<file path="src/rtl/sbox_share_sched.sv">
`default_nettype none
// ============================================================================
// Module   : sbox_share_sched
// Brief    : NUM_SBOX shared AES forward S-boxes time-multiplexed between a
//            128-bit SubBytes requester and a 32-bit SubWord requester.
//            Optional macro SBOX_SCHED_PERF_EN adds stall/job counters.
// Revision : 1.0 - initial release
// ============================================================================
module sbox_share_sched #(
    parameter int NUM_SBOX = 4
) (
    input  logic         clk,
    input  logic         rst_n,
    input  logic         st_in_valid,
    output logic         st_in_ready,
    input  logic [127:0] st_in_data,
    output logic         st_out_valid,
    input  logic         st_out_ready,
    output logic [127:0] st_out_data,
    input  logic         wd_in_valid,
    output logic         wd_in_ready,
    input  logic [31:0]  wd_in_data,
    output logic         wd_out_valid,
    input  logic         wd_out_ready,
    output logic [31:0]  wd_out_data,
    output logic         busy
`ifdef SBOX_SCHED_PERF_EN
    ,
    output logic [15:0]  perf_st_stall,
    output logic [15:0]  perf_wd_stall,
    output logic [15:0]  perf_jobs
`endif
);

    localparam int c_chunks = 16 / NUM_SBOX;
    localparam int c_cw     = (c_chunks > 1) ? $clog2(c_chunks) : 1;
    localparam int c_lw     = 8 * NUM_SBOX;
    localparam logic [c_cw-1:0] c_last    = c_cw'(c_chunks - 1);
    localparam logic [c_cw-1:0] c_cnt_one = c_cw'(1);
    localparam logic c_src_st = 1'b0;
    localparam logic c_src_wd = 1'b1;

    localparam logic [0:255][7:0] c_sbox = {
        128'h637c777bf26b6fc53001672bfed7ab76, 128'hca82c97dfa5947f0add4a2af9ca472c0,
        128'hb7fd9326363ff7cc34a5e5f171d83115, 128'h04c723c31896059a071280e2eb27b275,
        128'h09832c1a1b6e5aa0523bd6b329e32f84, 128'h53d100ed20fcb15b6acbbe394a4c58cf,
        128'hd0efaafb434d338545f9027f503c9fa8, 128'h51a3408f929d38f5bcb6da2110fff3d2,
        128'hcd0c13ec5f974417c4a77e3d645d1973, 128'h60814fdc222a908846eeb814de5e0bdb,
        128'he0323a0a4906245cc2d3ac629195e479, 128'he7c8376d8dd54ea96c56f4ea657aae08,
        128'hba78252e1ca6b4c6e8dd741f4bbd8b8a, 128'h703eb5664803f60e613557b986c11d9e,
        128'he1f8981169d98e949b1e87e9ce5528df, 128'h8ca1890dbfe6426841992d0fb054bb16
    };

    generate
        if (NUM_SBOX != 4 && NUM_SBOX != 8 && NUM_SBOX != 16) begin : g_bad_num_sbox
            $error("sbox_share_sched: NUM_SBOX must be 4, 8 or 16");
        end
    endgenerate

    function automatic logic [7:0] sbox(input logic [7:0] x);
        return c_sbox[x];
    endfunction

    typedef enum logic [1:0] {
        IDLE   = 2'd0,
        LOOKUP = 2'd1,
        DONE   = 2'd2
    } state_t;

    state_t            r_state;
    state_t            w_state_next;
    logic [c_cw-1:0]   r_cnt;
    logic              r_last_grant;
    logic              r_src;
    logic [127:0]      r_work;
    logic [127:0]      w_work_next;
    logic [c_lw-1:0]   w_lk_in;
    logic [c_lw-1:0]   w_lk_out;
    logic [6:0]        w_base;
    logic              w_grant_wd;
    logic              w_grant_st;
    logic              w_accept;
    logic              w_final;
    logic              w_out_ready;

    // Round-robin on a tie: the requester not served last wins.
    assign w_grant_wd  = wd_in_valid && (!st_in_valid || (r_last_grant == c_src_st));
    assign w_grant_st  = st_in_valid && !w_grant_wd;
    assign st_in_ready = rst_n && (r_state == IDLE) && w_grant_st;
    assign wd_in_ready = rst_n && (r_state == IDLE) && w_grant_wd;
    assign w_accept    = st_in_ready || wd_in_ready;
    assign busy        = (r_state != IDLE);
    assign w_final     = (r_src == c_src_wd) || (r_cnt == c_last);
    assign w_out_ready = (r_src == c_src_wd) ? wd_out_ready : st_out_ready;
    assign w_base      = 7'(127 - c_lw * int'(r_cnt));

    always_comb begin
        w_lk_in = r_work[w_base -: c_lw];
        if (r_src == c_src_wd) begin
            w_lk_in[31:0] = r_work[31:0];
        end
    end

    for (genvar i = 0; i < NUM_SBOX; i++) begin : g_lookup
        assign w_lk_out[8*i +: 8] = sbox(w_lk_in[8*i +: 8]);
    end

    // A word job only writes back lookups 0..3; the rest are ignored.
    always_comb begin
        w_work_next = r_work;
        if (r_src == c_src_wd) begin
            w_work_next[31:0] = w_lk_out[31:0];
        end else begin
            w_work_next[w_base -: c_lw] = w_lk_out;
        end
    end

    always_comb begin
        w_state_next = r_state;
        case (r_state)
            IDLE:    if (w_accept)    w_state_next = LOOKUP;
            LOOKUP:  if (w_final)     w_state_next = DONE;
            DONE:    if (w_out_ready) w_state_next = IDLE;
            default:                  w_state_next = IDLE;
        endcase
    end

    always_ff @(posedge clk) begin
        if (!rst_n) begin
            r_state <= IDLE;
        end else begin
            r_state <= w_state_next;
        end
    end

    always_ff @(posedge clk) begin
        if (!rst_n) begin
            r_cnt        <= '0;
            r_last_grant <= c_src_st;
            r_src        <= c_src_st;
            r_work       <= '0;
            st_out_valid <= 1'b0;
            wd_out_valid <= 1'b0;
            st_out_data  <= '0;
            wd_out_data  <= '0;
        end else begin
            case (r_state)
                IDLE: begin
                    if (w_accept) begin
                        r_src        <= wd_in_ready;
                        r_last_grant <= wd_in_ready;
                        r_cnt        <= '0;
                        r_work       <= wd_in_ready ? {96'd0, wd_in_data} : st_in_data;
                    end
                end
                LOOKUP: begin
                    r_work <= w_work_next;
                    r_cnt  <= r_cnt + c_cnt_one;
                    if (w_final) begin
                        if (r_src == c_src_wd) begin
                            wd_out_data  <= w_work_next[31:0];
                            wd_out_valid <= 1'b1;
                        end else begin
                            st_out_data  <= w_work_next;
                            st_out_valid <= 1'b1;
                        end
                    end
                end
                DONE: begin
                    if (w_out_ready) begin
                        st_out_valid <= 1'b0;
                        wd_out_valid <= 1'b0;
                    end
                end
                default: ;
            endcase
        end
    end

`ifdef SBOX_SCHED_PERF_EN
    always_ff @(posedge clk) begin
        if (!rst_n) begin
            perf_st_stall <= '0;
            perf_wd_stall <= '0;
            perf_jobs     <= '0;
        end else begin
            if (st_in_valid && !st_in_ready && perf_st_stall != 16'hFFFF) begin
                perf_st_stall <= perf_st_stall + 16'd1;
            end
            if (wd_in_valid && !wd_in_ready && perf_wd_stall != 16'hFFFF) begin
                perf_wd_stall <= perf_wd_stall + 16'd1;
            end
            if (w_accept && perf_jobs != 16'hFFFF) begin
                perf_jobs <= perf_jobs + 16'd1;
            end
        end
    end
`endif

endmodule
`default_nettype wire

</file>
<file path="config.mk">
export PLATFORM = sky130hd
export DESIGN_NAME = sbox_share_sched
export DESIGN_NICKNAME = d
export VERILOG_FILES = /design/src/rtl/sbox_share_sched.sv
export SDC_FILE = /design/constraint.sdc
export NUM_CORES = 1
export LEC_CHECK = 0
export ABC_AREA = 0
export CELL_PAD_IN_SITES_DETAIL_PLACEMENT = 1
export CELL_PAD_IN_SITES_GLOBAL_PLACEMENT = 2
export CORE_MARGIN = 3
export CORE_UTILIZATION = 35
export CTS_CLUSTER_SIZE = 8
export DETAILED_ROUTE_END_ITERATION = 12
export PLACE_DENSITY_LB_ADDON = 0.1
export SYNTH_ARGS = -nofsm -noshare
export SYNTH_HDL_FRONTEND = slang
export SYNTH_SLANG_ARGS = --single-unit
export TNS_END_PERCENT = 5
</file>
<file path="constraint.sdc">
create_clock -name clk -period 6 [get_ports clk]
set_input_delay 0.6 -clock clk [delete_from_list [all_inputs] [get_ports clk]]
set_output_delay 0.6 -clock clk [all_outputs]
set_load 0.03 [all_outputs]
</file>
==> metrics.yaml <==
clock_network:
  clock-sinks: 295
  cts_hold_buf: 0
  cts_tree: "done"
  clk_latency_ns: 0.60
  cts_setup_buffers: 0
  cts.repair.resized: 0
  clock_path_buffers: 3
  htreeDepth: 2
  cts_buffers: 44
  clock-root-buffer: "clkbuf_16"
  clkTransAtPathRegs_ns: 0.06
yosys:
  async_reset_ff_share_pct: 0
  synth_edf_count: 0
  synth_top_family_by_area: "compound AO/OA/AOI/OAI gates"
  yosys.area_share.xor_xnor_pct: 0.133
  synthFlopType: "dfxtp_1"
  yosysWarnings: 0
  synthMuxAreaShare_pct: 2.52
  synth.distinct_cells: 106
  synth_nets: 3955
  yosys.area_share.simple_pct: 19.6
  ys_seq_area_share_pct: 22.5
  synth-compound-area-share_pct: 44.7
  synthAdderAreaFrac_pct: 2.86
  netlist_instances: 3729
  synth.avg_cell_area_um2: 7.04
  ys_ff_latch: 295
  syn_area_mm2: 0.0263
sta:
  skew_ns: 0.0338
  worstMarginPinSlew_ns: 1.25
  setup_violations: 0
  holdWs_ns: 0.433
  slew_headroom_pct: 16.2
  rsz0062_at_grt: "false"
  fin_crit_sh_pct: 90.6
  post-route-min-period_ns: 5.44
  fin_tns_setup_ns: 0
  fmax_ghz: 0.184
  slew_viol_final: 0
  finalHoldViolCount: 0
place:
  hpwl_mm: 124
  io_buffers: 330
  routabilityCongestion: 1.06
min_path:
  holdCritStartpoint: "rst_n"
  min_path_type: "in2reg"
routing:
  ant_nets: 0
  first_pass_iters: 9
  vias_per_cell: 7.45
  drt-total-wl_mm: 172
  wl_per_cell_um: 35.6
  first_iter_violations: 6099
  drc_errors: 0
  vias: 36100
global_route:
  grt-ovfl-total: 0
  antenna_found_initial: 11
  grt_max_degree: 92
  grt.total_usage_pct: 42.0
  grt_pass1_vias: 35000
  grt_pass1_wl_mm: 249
worst_setup_path:
  crit_path_end_kind: "flip-flop"
  crit_type: "reg2reg"
  cp.required_ns: 6.43
  crit_cells: 11
  critPathBufInv: 0
  crit_fanout: 29
  crit_end: "r_work[6]"
  timing.rr.end: "r_work[6]"
  arrival_ns: 5.87
  cpPeakStageDelay_ns: 1.16
  cpMaxStageDelayCell: "ha_1"
  crit_path_cell_trace: "or2_1 > o2111ai_2 > ha_1 > nand2_1 > nand3_1 > o311ai_0 > nand3_1 > nand2_1 > o221ai_1 > a21boi_2 > o221ai_1"
  critPathLaunchType: "flip-flop"
  r2r_slack_ns: 0.56
  r2r-start: "r_cnt[0]"
  rr_worst_depth: 11
  cpLargestDelayFamily: "compound AO/OA/AOI/OAI gates"
  startpoint: "r_cnt[0]"
pwr:
  power_frac_comb_pct: 75.4
  p_int_mw: 7.63
  power_density_mw_per_mm2: 612
  switchingPower_mw: 11.8
  switching_share_pct: 60.7
  power_mw: 19.4
  clockPowerShare_pct: 12.3
  p_leak_nw: 10.7
  p_seq_share_pct: 12.3
  peakVddDrop_v: 0.000250
floorplan:
  core_area_mm2: 0.0736
  io-pin-count: 331
  start_util_pct: 35.7
  num_rows: 99
  dieArea_mm2: 0.0783
  die_h_um: 280
  die_x_um: 280
final_layout:
  drive_gt1_share_pct: 9.10
  syn2layout_area_growth_pct: 20.8
  layout.nets: 4095
run:
  cap_violations: 0
outcome:
  status: "finished, final reports clean"
==> worst min-delay path, cell delays in order <==
cell and delay, ns:
buf_2 0.21, o21ai_0 0.12, a21oi_1 0.05
==> how the worst min path moves through the flow <==
stage	slack, ns	cells after the start	to
after floorplan	0.44	2	r_work[17]
after global placement	0.43	2	st_out_data[7]
after detailed placement	0.45	2	st_out_data[5]
after global routing	0.42	3	wd_out_data[30]
after CTS	0.41	3	wd_out_data[30]
final	0.43	3	wd_out_data[30]
==> cell usage after synthesis, types with 37 or more instances <==
master / number / area (µm²)
clkbuf_1: 208 / 781
a21oi_1: 327 / 1640
dfxtp_1: 295 / 5910
buf_2: 138 / 691
a311oi_1: 37 / 324
nand2_1: 423 / 1590
ha_1: 60 / 751
o22ai_1: 60 / 375
a211oi_1: 72 / 541
nand3_1: 126 / 631
a221oi_1: 59 / 517
o221ai_1: 52 / 455
nor3_1: 95 / 475
o21ai_0: 436 / 2180
mux2i_1: 38 / 380
nor2_1: 316 / 1190
a22oi_1: 170 / 1280
a31oi_1: 61 / 382
o211ai_1: 80 / 601
==> cell type report <==
class | instances | area (µm²)
fill | 9055 | 41900
multi-input combinational | 2993 | 18500
sequential | 295 | 5910
timing repair buffer | 502 | 4700
tap | 959 | 1200
clock buffer | 49 | 1140
clock inverter | 6 | 131
inverter | 33 | 131
antenna | 7 | 17.5
==> registers in the layout, indices dropped and copies added (netlist names) <==
name          flops
r_work          128
st_out_data     128
wd_out_data      32
r_cnt             2
r_state           2
r_src             1
st_out_valid      1
wd_out_valid      1
==> kinds of logic (layout without fill, tap and decap cells) <==
family,count (synthesis),after routing
AOI/OAI and AO/OA,1729,1729
and+or+nand+nor,1138,1138
buffers and inverters,441,590
DFF,295,295
muxes,62,62
adders and majority gates,60,60
xor gates and xnor gates,4,4
other,0,7
==> metal layers <==
| metal | global-route usage [%] | part of all wire [%] | vias up |
|---|---|---|---|
| met2 | 65.7 | 44 | 3014 |
| met3 | 10.2 | 12 | 712 |
| met1 | 53.1 | 38 | 17700 |
| li1 | - | - | 14700 |
| met4 | 22.8 | 6.9 | 8 |
| met5 | 0 | 0.033 | - |
==> power by group through the flow <==
stage / Combinational, mW / Clock [mW] / Sequential [mW]
5_1_grt: 15.1 / 2.50 / 2.39
2_1_floorplan: 8.44 / 0 / 2.32
3_3_place_gp: 13.8 / 0 / 2.40
3_5_place_dp: 13.8 / 0 / 2.40
6_report: 14.6 / 2.39 / 2.38
4_1_cts: 13.9 / 2.40 / 2.37
==> cells in the final DEF (no fill, tap or decap), drive strengths merged, types with 24 or more instances in the layout <==
| master | instances |
|---|---|
| a211oi | 74 |
| a21oi | 333 |
| a221oi | 63 |
| a22oi | 172 |
| a311oi | 38 |
| a31oi | 62 |
| and2 | 24 |
| buf | 174 |
| clkbuf | 49 |
| clkdlybuf4s50 | 328 |
| dfxtp | 295 |
| ha | 60 |
| inv | 32 |
| mux2i | 38 |
| nand2 | 427 |
| nand3 | 126 |
| nor2 | 323 |
| nor3 | 98 |
| o2111ai | 33 |
| o211ai | 81 |
| o21ai | 454 |
| o221ai | 59 |
| o22ai | 61 |
| o311ai | 28 |
| o31ai | 27 |
==> through the flow <==
stage | setup slack, ns | area, µm² | instances | util, %
4_1_cts | 0.807 | 31700 | 4837 | 43.1
3_3_place_gp | 0.933 | 30400 | 4782 | 41.4
2_1_floorplan | 2.06 | 26300 | 3729 | -
5_1_grt | 0.471 | 31700 | 4839 | 43.1
6_report | 0.562 | 31700 | 4844 | 43.1
3_5_place_dp | 0.844 | 30400 | 4782 | 41.4
Power figures use the tool's default switching activity.
